### config.mk
export PLATFORM = sky130hd
export DESIGN_NAME = fir_band_scheduler
export DESIGN_NICKNAME = d
export VERILOG_FILES = /design/src/rtl/fir_pkg.sv /design/src/rtl/fir_sm_mult.sv /design/src/rtl/fir_band_scheduler.sv
export SDC_FILE = /design/constraint.sdc
export NUM_CORES = 2
export LEC_CHECK = 0
export ABC_AREA = 1
export CORE_MARGIN = 5
export CORE_UTILIZATION = 60
export CTS_BUF_LIST = sky130_fd_sc_hd__clkbuf_2 sky130_fd_sc_hd__clkbuf_4 sky130_fd_sc_hd__clkbuf_8
export DETAILED_ROUTE_END_ITERATION = 6
export PLACE_DENSITY = 0.77
export SKIP_LAST_GASP = 1
export SYNTH_ARGS = -nofsm -noshare
export SYNTH_HDL_FRONTEND = slang
export SYNTH_SLANG_ARGS = --single-unit
### constraint.sdc
create_clock -name clk -period 40.8 [get_ports clk]
set_clock_uncertainty 0.2 [all_clocks]
set_input_delay 8.16 -clock clk [delete_from_list [all_inputs] [get_ports clk]]
set_output_delay 8.16 -clock clk [all_outputs]
set_load 0.005 [all_outputs]
### src/rtl/fir_pkg.sv
// Shared types, sizes and number-format helpers for the time-multiplexed FIR band scheduler.
package fir_pkg;

    localparam int ORDER  = 30;
    localparam int BANDS  = 4;
    localparam int TAP_W  = 5;
    localparam int BAND_W = 2;
    localparam int ACC_W  = 36;

    localparam logic [15:0] SAT_MAG = 16'h7FFF;

    typedef enum logic [1:0] {
        IDLE = 2'd0,
        MAC  = 2'd1,
        DONE = 2'd2
    } state_e;

    // 31-bit sign-magnitude product {sign, 30-bit magnitude} to accumulator two's complement.
    function automatic logic signed [ACC_W-1:0] sm_to_tc(input logic [30:0] sm);
        logic signed [ACC_W-1:0] mag;
        mag = signed'({6'd0, sm[29:0]});
        return sm[30] ? -mag : mag;
    endfunction

    // Accumulator to 16-bit sign-magnitude; bit 16 of the result flags saturation.
    function automatic logic [16:0] tc_to_sm(input logic signed [ACC_W-1:0] v);
        logic [ACC_W-1:0] mag;
        logic             neg;
        neg = v[ACC_W-1];
        mag = neg ? unsigned'(-v) : unsigned'(v);
        if (mag >= 36'h0_4000_0000) begin
            return {1'b1, neg, SAT_MAG[14:0]};
        end
        if (mag[29:15] == 15'd0) begin
            return 17'd0;
        end
        return {1'b0, neg, mag[29:15]};
    endfunction

endpackage

### src/rtl/fir_sm_mult.sv
// Combinational 16x16 sign-magnitude multiply; a zero magnitude always comes out positive.
module fir_sm_mult (
    input  logic [15:0] a_i,
    input  logic [15:0] b_i,
    output logic [30:0] p_o
);

    logic [29:0] mag;

    assign mag = {15'd0, a_i[14:0]} * {15'd0, b_i[14:0]};
    assign p_o = {(a_i[15] ^ b_i[15]) & (mag != 30'd0), mag};

endmodule

### src/rtl/fir_band_scheduler.sv
// Sequences one shared sign-magnitude MAC over every enabled band's taps for each accepted sample.
module fir_band_scheduler
    import fir_pkg::*;
(
    input  logic                    clk,
    input  logic                    rst,
    input  logic                    in_valid,
    output logic                    in_ready,
    input  logic [15:0]             fir_in,
    input  logic [BANDS-1:0]        band_en,
    output logic [BAND_W+TAP_W-1:0] coef_addr,
    output logic                    coef_rd,
    input  logic [15:0]             coef_data,
    output logic                    out_valid,
    output logic [BAND_W-1:0]       out_band,
    output logic [15:0]             fir_out,
    output logic                    busy,
    output logic                    overflow
);

    localparam logic [TAP_W:0]   M_LAST   = (TAP_W+1)'(ORDER);
    localparam logic [TAP_W-1:0] LAST_TAP = TAP_W'(ORDER - 1);

    state_e                  state_q, state_d;
    logic [TAP_W:0]          m_q;
    logic [BAND_W-1:0]       band_q;
    logic [BANDS-1:0]        mask_q;
    logic [TAP_W-1:0]        wr_ptr_q;
    logic [TAP_W-1:0]        samp_ptr_q;
    logic signed [ACC_W-1:0] acc_q;
    logic [15:0]             hist_q [ORDER];
    logic [15:0]             fir_out_q;
    logic                    out_valid_q;
    logic [BAND_W-1:0]       out_band_q;
    logic                    ovf_q;

    logic                    accept;
    logic [BAND_W:0]         first_band;
    logic [BAND_W:0]         nxt_band;
    logic [TAP_W-1:0]        newest;
    logic [30:0]             prod_sm;
    logic signed [ACC_W-1:0] acc_sum;
    logic [16:0]             res;

    // Lowest enabled band at or above 'from'; MSB of the result says whether one exists.
    function automatic logic [BAND_W:0] find_band(input logic [BANDS-1:0] mask, input int from);
        logic [BAND_W:0] r;
        r = '0;
        for (int i = BANDS - 1; i >= 0; i--) begin
            if (mask[i] && i >= from) begin
                r = {1'b1, BAND_W'(i)};
            end
        end
        return r;
    endfunction

    assign accept     = in_valid & (state_q == IDLE);
    assign first_band = find_band(band_en, 0);
    assign nxt_band   = find_band(mask_q, int'(band_q) + 1);
    assign newest     = (wr_ptr_q == '0) ? LAST_TAP : wr_ptr_q - TAP_W'(1);

    fir_sm_mult u_mult (
        .a_i (coef_data),
        .b_i (hist_q[samp_ptr_q]),
        .p_o (prod_sm)
    );

    assign acc_sum = acc_q + sm_to_tc(prod_sm);
    assign res     = tc_to_sm(acc_sum);

    always_ff @(posedge clk or posedge rst) begin
        if (rst) begin
            state_q <= IDLE;
        end else begin
            state_q <= state_d;
        end
    end

    always_comb begin
        state_d = state_q;
        unique case (state_q)
            IDLE:    if (accept && band_en != '0) state_d = MAC;
            MAC:     if (m_q == M_LAST) state_d = DONE;
            DONE:    state_d = nxt_band[BAND_W] ? MAC : IDLE;
            default: state_d = IDLE;
        endcase
    end

    // Coefficient reads run one cycle ahead of the accumulate that consumes them.
    always_comb begin
        in_ready  = 1'b0;
        busy      = 1'b0;
        coef_rd   = 1'b0;
        coef_addr = '0;
        unique case (state_q)
            IDLE: in_ready = 1'b1;
            MAC: begin
                busy = 1'b1;
                if (m_q != M_LAST) begin
                    coef_rd   = 1'b1;
                    coef_addr = {band_q, m_q[TAP_W-1:0]};
                end
            end
            DONE:    busy = 1'b1;
            default: ;
        endcase
    end

    always_ff @(posedge clk or posedge rst) begin
        if (rst) begin
            m_q         <= '0;
            band_q      <= '0;
            mask_q      <= '0;
            wr_ptr_q    <= '0;
            samp_ptr_q  <= '0;
            acc_q       <= '0;
            fir_out_q   <= '0;
            out_valid_q <= 1'b0;
            out_band_q  <= '0;
            ovf_q       <= 1'b0;
            for (int i = 0; i < ORDER; i++) begin
                hist_q[i] <= '0;
            end
        end else begin
            out_valid_q <= 1'b0;
            case (state_q)
                IDLE: begin
                    if (accept) begin
                        hist_q[wr_ptr_q] <= fir_in;
                        wr_ptr_q         <= (wr_ptr_q == LAST_TAP) ? '0 : wr_ptr_q + TAP_W'(1);
                        samp_ptr_q       <= wr_ptr_q;
                        mask_q           <= band_en;
                        band_q           <= first_band[BAND_W-1:0];
                        m_q              <= '0;
                        acc_q            <= '0;
                    end
                end
                MAC: begin
                    m_q <= m_q + (TAP_W+1)'(1);
                    if (m_q != '0) begin
                        acc_q      <= acc_sum;
                        samp_ptr_q <= (samp_ptr_q == '0) ? LAST_TAP : samp_ptr_q - TAP_W'(1);
                    end
                    // The final tap's sum is converted straight into the output register.
                    if (m_q == M_LAST) begin
                        fir_out_q   <= res[15:0];
                        out_valid_q <= 1'b1;
                        out_band_q  <= band_q;
                        if (res[16]) begin
                            ovf_q <= 1'b1;
                        end
                    end
                end
                DONE: begin
                    band_q     <= nxt_band[BAND_W-1:0];
                    m_q        <= '0;
                    acc_q      <= '0;
                    samp_ptr_q <= newest;
                end
                default: ;
            endcase
        end
    end

    assign out_valid = out_valid_q;
    assign out_band  = out_band_q;
    assign fir_out   = fir_out_q;
    assign overflow  = ovf_q;

endmodule

After elaboration in Yosys (flattened, before gate mapping):

Cells that the tools add are included.

* output and inout port bits: 30
* flip-flop bits (word level): 560

* bitwise operators: 5
* multiply operators: 1
* $add $sub $neg: 8
* $lt $le $gt $ge: 8
* muxes and demuxes: 48
* reductions and logical operators: 23
* equal/unequal tests: 9

Operator list (number)
* $bwmux W480: 1
* $mux W36: 4
* $pmux W36 S3: 1
* $bmux W16 S5: 1
* $demux W16 S5: 1
* $mux W17: 4
* $mux W16: 3
* $add A36 B36 Y36: 1
* $ge A36 B31 Y1 const B: 1
* $neg A30 Y36: 1
* $neg A36 Y36: 1
* $mul A15 B15 Y30: 1
* $reduce_bool A30 Y1: 1
* $mux W5: 5
* $pmux W6 S3: 1
* $logic_not A15 Y1: 1
* $pmux W5 S3: 1
* $mux W2: 7
* $mux W7: 2
* $ge A6 B6 Y1 const B: 2
* $mux W3: 4
* $not A5 Y6: 2
* $logic_not A5 Y1: 2
* $mux W1: 10
* other kinds (28): 44

Logic depth before layout (Yosys ltp):

* word-level depth: 17
* mapped depth: 77

Hierarchy:

Synthesis repeated with hierarchy kept, for this count alone.

* cell total of the unflattened synthesis: 5336
* area, all modules: 38679.6 um2

By module, submodules not included
* fir_band_scheduler: cells an instance 4021, times used 1, area an instance 29987.5 um2, sequential area each 13988.4 um2
* fir_sm_mult: cells an instance 1315, times used 1, area an instance 8692.1 um2, sequential area each 0.0 um2

Worst setup path before layout:

No wires, ideal clock.

* path kind: input to register
* start: input port coef_data[5]
* end: register fir_out_q[1] (netlist: fir_out[1])
* slack: 23.936 ns
* arrival: 16.545 ns
* setup time: 0.119 ns
* buffers on the path: 3
* stages: 60
* cells stage by stage: buf_1 inv_1 nor2_1 fa_1 inv_1 fa_1 inv_1 fa_1 inv_1 fa_1 inv_1 fa_1 inv_1 fa_1 inv_1 ha_1 nand2_1 inv_1 [24 not listed] nand2_1 nand3_1 nand2_1 inv_1 nand3_1 inv_1 nand2_1 nor2_1 nand4_1 nand2_1 nand2_1 nand2_1 nand2_1 nor2_2 nand2_2 buf_6 o21ai_2 nand2_1

* cells in the longest elaborated chain, start to end: 12

RTL lines
* from (decl): line fir_band_scheduler.sv:13 `input logic [15:0] coef_data,`
* $mul A15 B15 Y30 *: line fir_sm_mult.sv:10 `assign mag = {15'd0, a_i[14:0]} * {15'd0, b_i[14:0]};`
* parallel branches: the longest is 2 deep, another holds $neg A30 Y36
* $mux W36 *: line fir_pkg.sv:22 `return sm[30] ? -mag : mag;`
* $add A36 B36 Y36 *: line fir_band_scheduler.sv:68 `assign acc_sum = acc_q + sm_to_tc(prod_sm);`
* $neg A36 Y36: line fir_pkg.sv:30 `mag = neg ? unsigned'(-v) : unsigned'(v);`
* $mux W36 *: line fir_pkg.sv:30
* parallel branches: the longest is 4 deep, another holds $ge A36 B31 Y1
* $mux W17 *: line fir_pkg.sv:34 `if (mag[29:15] == 15'd0) begin`
* to (signal assigned): line fir_band_scheduler.sv:146 `fir_out_q <= res[15:0];`
* to (decl): line fir_band_scheduler.sv:32 `logic [15:0] fir_out_q;`

Mark *: on every way between the ends. The select of a mux whose other input is x is not followed.
A chain may end at the register's enable or synchronous reset.

Worst setup path in the final report:

* start: input port coef_data[2]
* end: register fir_out_q[9] (netlist: fir_out[9])

The elaborated chain is that of the path after synthesis.

==> flow_summary.yaml <==
detailed_routing:
  vias_per_cell: 5.80
  vias: 34000
  totalWireLength_microns: 110000
  ant_nets: 0
  wl_per_cell_microns: 18.7
  first_pass_iters: 6
  route.detailed.drc: 0
  drtIter0Drc: 3336
synth:
  synth_top_cell_area_share: 0.372
  ys_seq_elements: 559
  ys_seq_area_frac: 0.372
  yosysWarnings: 0
  synth_cell_types: 55
  synthFlopType: "dfrtp_1"
  synth_compound_area_frac: 0.155
  synth_top_family_by_area: "simple AND/OR/NAND/NOR gates"
  synth_adder_area_share: 0.138
  syn_avg_cell_area_sq_um: 7.47
  yosys.area_share.simple: 0.233
  synth_top_cell_by_area: "dfrtp_1"
  netlist_instances: 5037
  yosys.area_share.xor_xnor: 0.0145
  synthMuxAreaShare: 0
  synth.area.top_cells: "dfrtp_1 37%, nand2_1 12%, o21ai_0 9.6%"
  syn_nets: 5389
  syn_area_sq_mm: 0.0376
  synthArstFlopShare: 1.00
  synth-edff-count: 0
hold_path:
  holdPathEnd: "overflow$_DFFE_PP0P_"
  hold_depth: 2
  min_path_type: "reg -> reg"
  min_from: "overflow$_DFFE_PP0P_"
setup_path:
  cp-start-kind: "input port"
  rr_startpoint: "samp_ptr_q[1]$_DFFE_PP0P_"
  path_max_fanout: 19
  max_stage_delay_ps: 730
  cp.required_ps: 41190
  rr_endpoint: "fir_out[9]$_DFFE_PP0P_"
  cp_common_cell: "nand2_1"
  crit_path_end_kind: "flop"
  cp_top_family: "simple AND/OR/NAND/NOR gates"
  r2r_cells: 57
  path_buf_inv: 9
  worst_path_max_delay_cell: "clkdlybuf4s50_1"
  critPathKind: "in -> reg"
  cp.arrival_ps: 19000
  ff2ff_setup_slack_ps: 26240
floorplanning:
  die-area_sq_mm: 0.0678
  initial_core_util: 0.607
  io_pins: 69
  die_w_microns: 260
  std_cell_rows: 91
  die_h_microns: 260
  core_sq_mm: 0.0619
clock_tree:
  cts-root-buf: "clkbuf_8"
  insertion_delay_ps: 690
  clock-sinks: 559
  cts_setup_buffers: 0
  cts_resized: 0
  holdBufCountCts: 0
  cts_buffers: 92
  htree_levels: 3
  clk_pin_slew_ps: 60
  cts_tree: "built"
  clockBufferDepth: 3
place:
  io_buffers: 68
  gp_congestion: 0.995
  dp_hpwl_microns: 73800
timing:
  post-route-period-util: 0.456
  timing.final.crit_period_ps: 18610
  relSlewSlack: 0.171
  rsz0062_at_grt: "no"
  hold_viol_final: 0
  fin_setup_tns_ps: 0
  finalSetupViolations: 0
  tightest_slew_ps: 1240
  fmax_ghz: 0.0537
  drv_slew: 0
grt:
  grt_max_degree: 170
  overflow: 0
  grt_pass1_vias: 32700
  grtUsageTotal: 0.325
  antenna_found_initial: 1
  grt_pass1_wl_microns: 177000
cells_and_area:
  syn_to_final_growth_pct: 7.70
  drive_gt1_frac: 0.0602
  final_nets: 5310
  layout_commonest_cell: "nand2_1"
  layout_common_cells: "1222 x nand2_1, 719 x o21ai_0, 618 x nor2_1, 555 x dfrtp_1, 553 x inv_1"
run_status:
  status: "completed"
flow_run:
  drv_cap: 0
==> cell families (layout without fill, tap and decap cells) <==
group | count (synthesis) | in the layout
adders and majority gates | 313 | 313
other | 0 | 1
buffers and inverters | 867 | 850
xor gates and xnor gates | 60 | 60
DFF | 559 | 559
AOI/OAI and AO/OA | 1068 | 1068
and+or+nand+nor | 2170 | 2170
==> worst max-delay path by stage <==
stage	startpoint	endpoint	slack, ps	cells past startpoint
2_1_floorplan	rst	acc_q[0]$_DFFE_PP0P_	16810	1
3_3_place_gp	coef_data[2]	fir_out[9]$_DFFE_PP0P_	21650	49
3_5_place_dp	coef_data[2]	fir_out[13]$_DFFE_PP0P_	21640	51
4_1_cts	coef_data[2]	fir_out[13]$_DFFE_PP0P_	22360	51
5_1_grt	coef_data[2]	fir_out[10]$_DFFE_PP0P_	21260	53
6_report	coef_data[2]	fir_out[9]$_DFFE_PP0P_	22190	49
==> per-stage QoR <==
step	setup slack [ps]	instance area, sq um	utilization	instances	hold WS, ps
after detailed placement	21640	38600	0.623	5701	250
after CTS	22360	40500	0.654	5857	265
after global placement	21650	38600	0.623	5701	257
final	22190	40500	0.654	5858	268
after floorplan	16810	37600	-	5037	243
after global routing	21260	40500	0.654	5858	284
==> routing by layer <==
| layer | vias up | part of all wire | track usage |
|---|---|---|---|
| met3 | 256 | 0.076 | 0.0493 |
| met1 | 16400 | 0.42 | 0.446 |
| li1 | 16000 | - | - |
| met4 | 0 | 0.036 | 0.113 |
| met5 | - | 0 | 0.00146 |
| met2 | 1396 | 0.47 | 0.532 |
==> synthesized netlist by cell type, types with 23 or more instances <==
cell and instances:
nand2_1 1222, o21ai_0 719, nor2_1 624, dfrtp_1 559, inv_1 555, clkbuf_1 236
nand3_1 184, a21oi_1 173, fa_1 168, ha_1 145, o22ai_1 54, o221ai_1 45
xor2_1 44, o211ai_1 35, nand4_1 29, inv_2 28, nor3_1 25, nand2_2 23
==> final cells by class <==
| cell class | count | area, sq um |
|---|---|---|
| Sequential cell | 559 | 14000 |
| Multi-Input combinational cell | 3611 | 20300 |
| Tap cell | 837 | 1050 |
| Clock inverter | 12 | 163 |
| Antenna cell | 1 | 2.50 |
| Inverter | 594 | 2240 |
| Fill cell | 5487 | 21400 |
| Clock buffer | 144 | 1780 |
| Timing Repair Buffer | 100 | 946 |
==> flip-flops by register name, summed over array words and instances, names as in the netlist <==
register and cells:
state_q 2, acc_q 36, mask_q 3, overflow 1, out_valid 1, band_q 2
out_band 2, fir_out 16, hist_q 480, samp_ptr_q 5, wr_ptr_q 5, m_q 6
==> tightest hold or removal path: stages, from the launching register on <==
cell	delay (ps)
dfrtp_1	340
inv_1	40
nand2_1	50
Power is left out: the tool's default activity adds up to more than one toggle a clock period on the data nets, which glitch-free logic cannot reach.
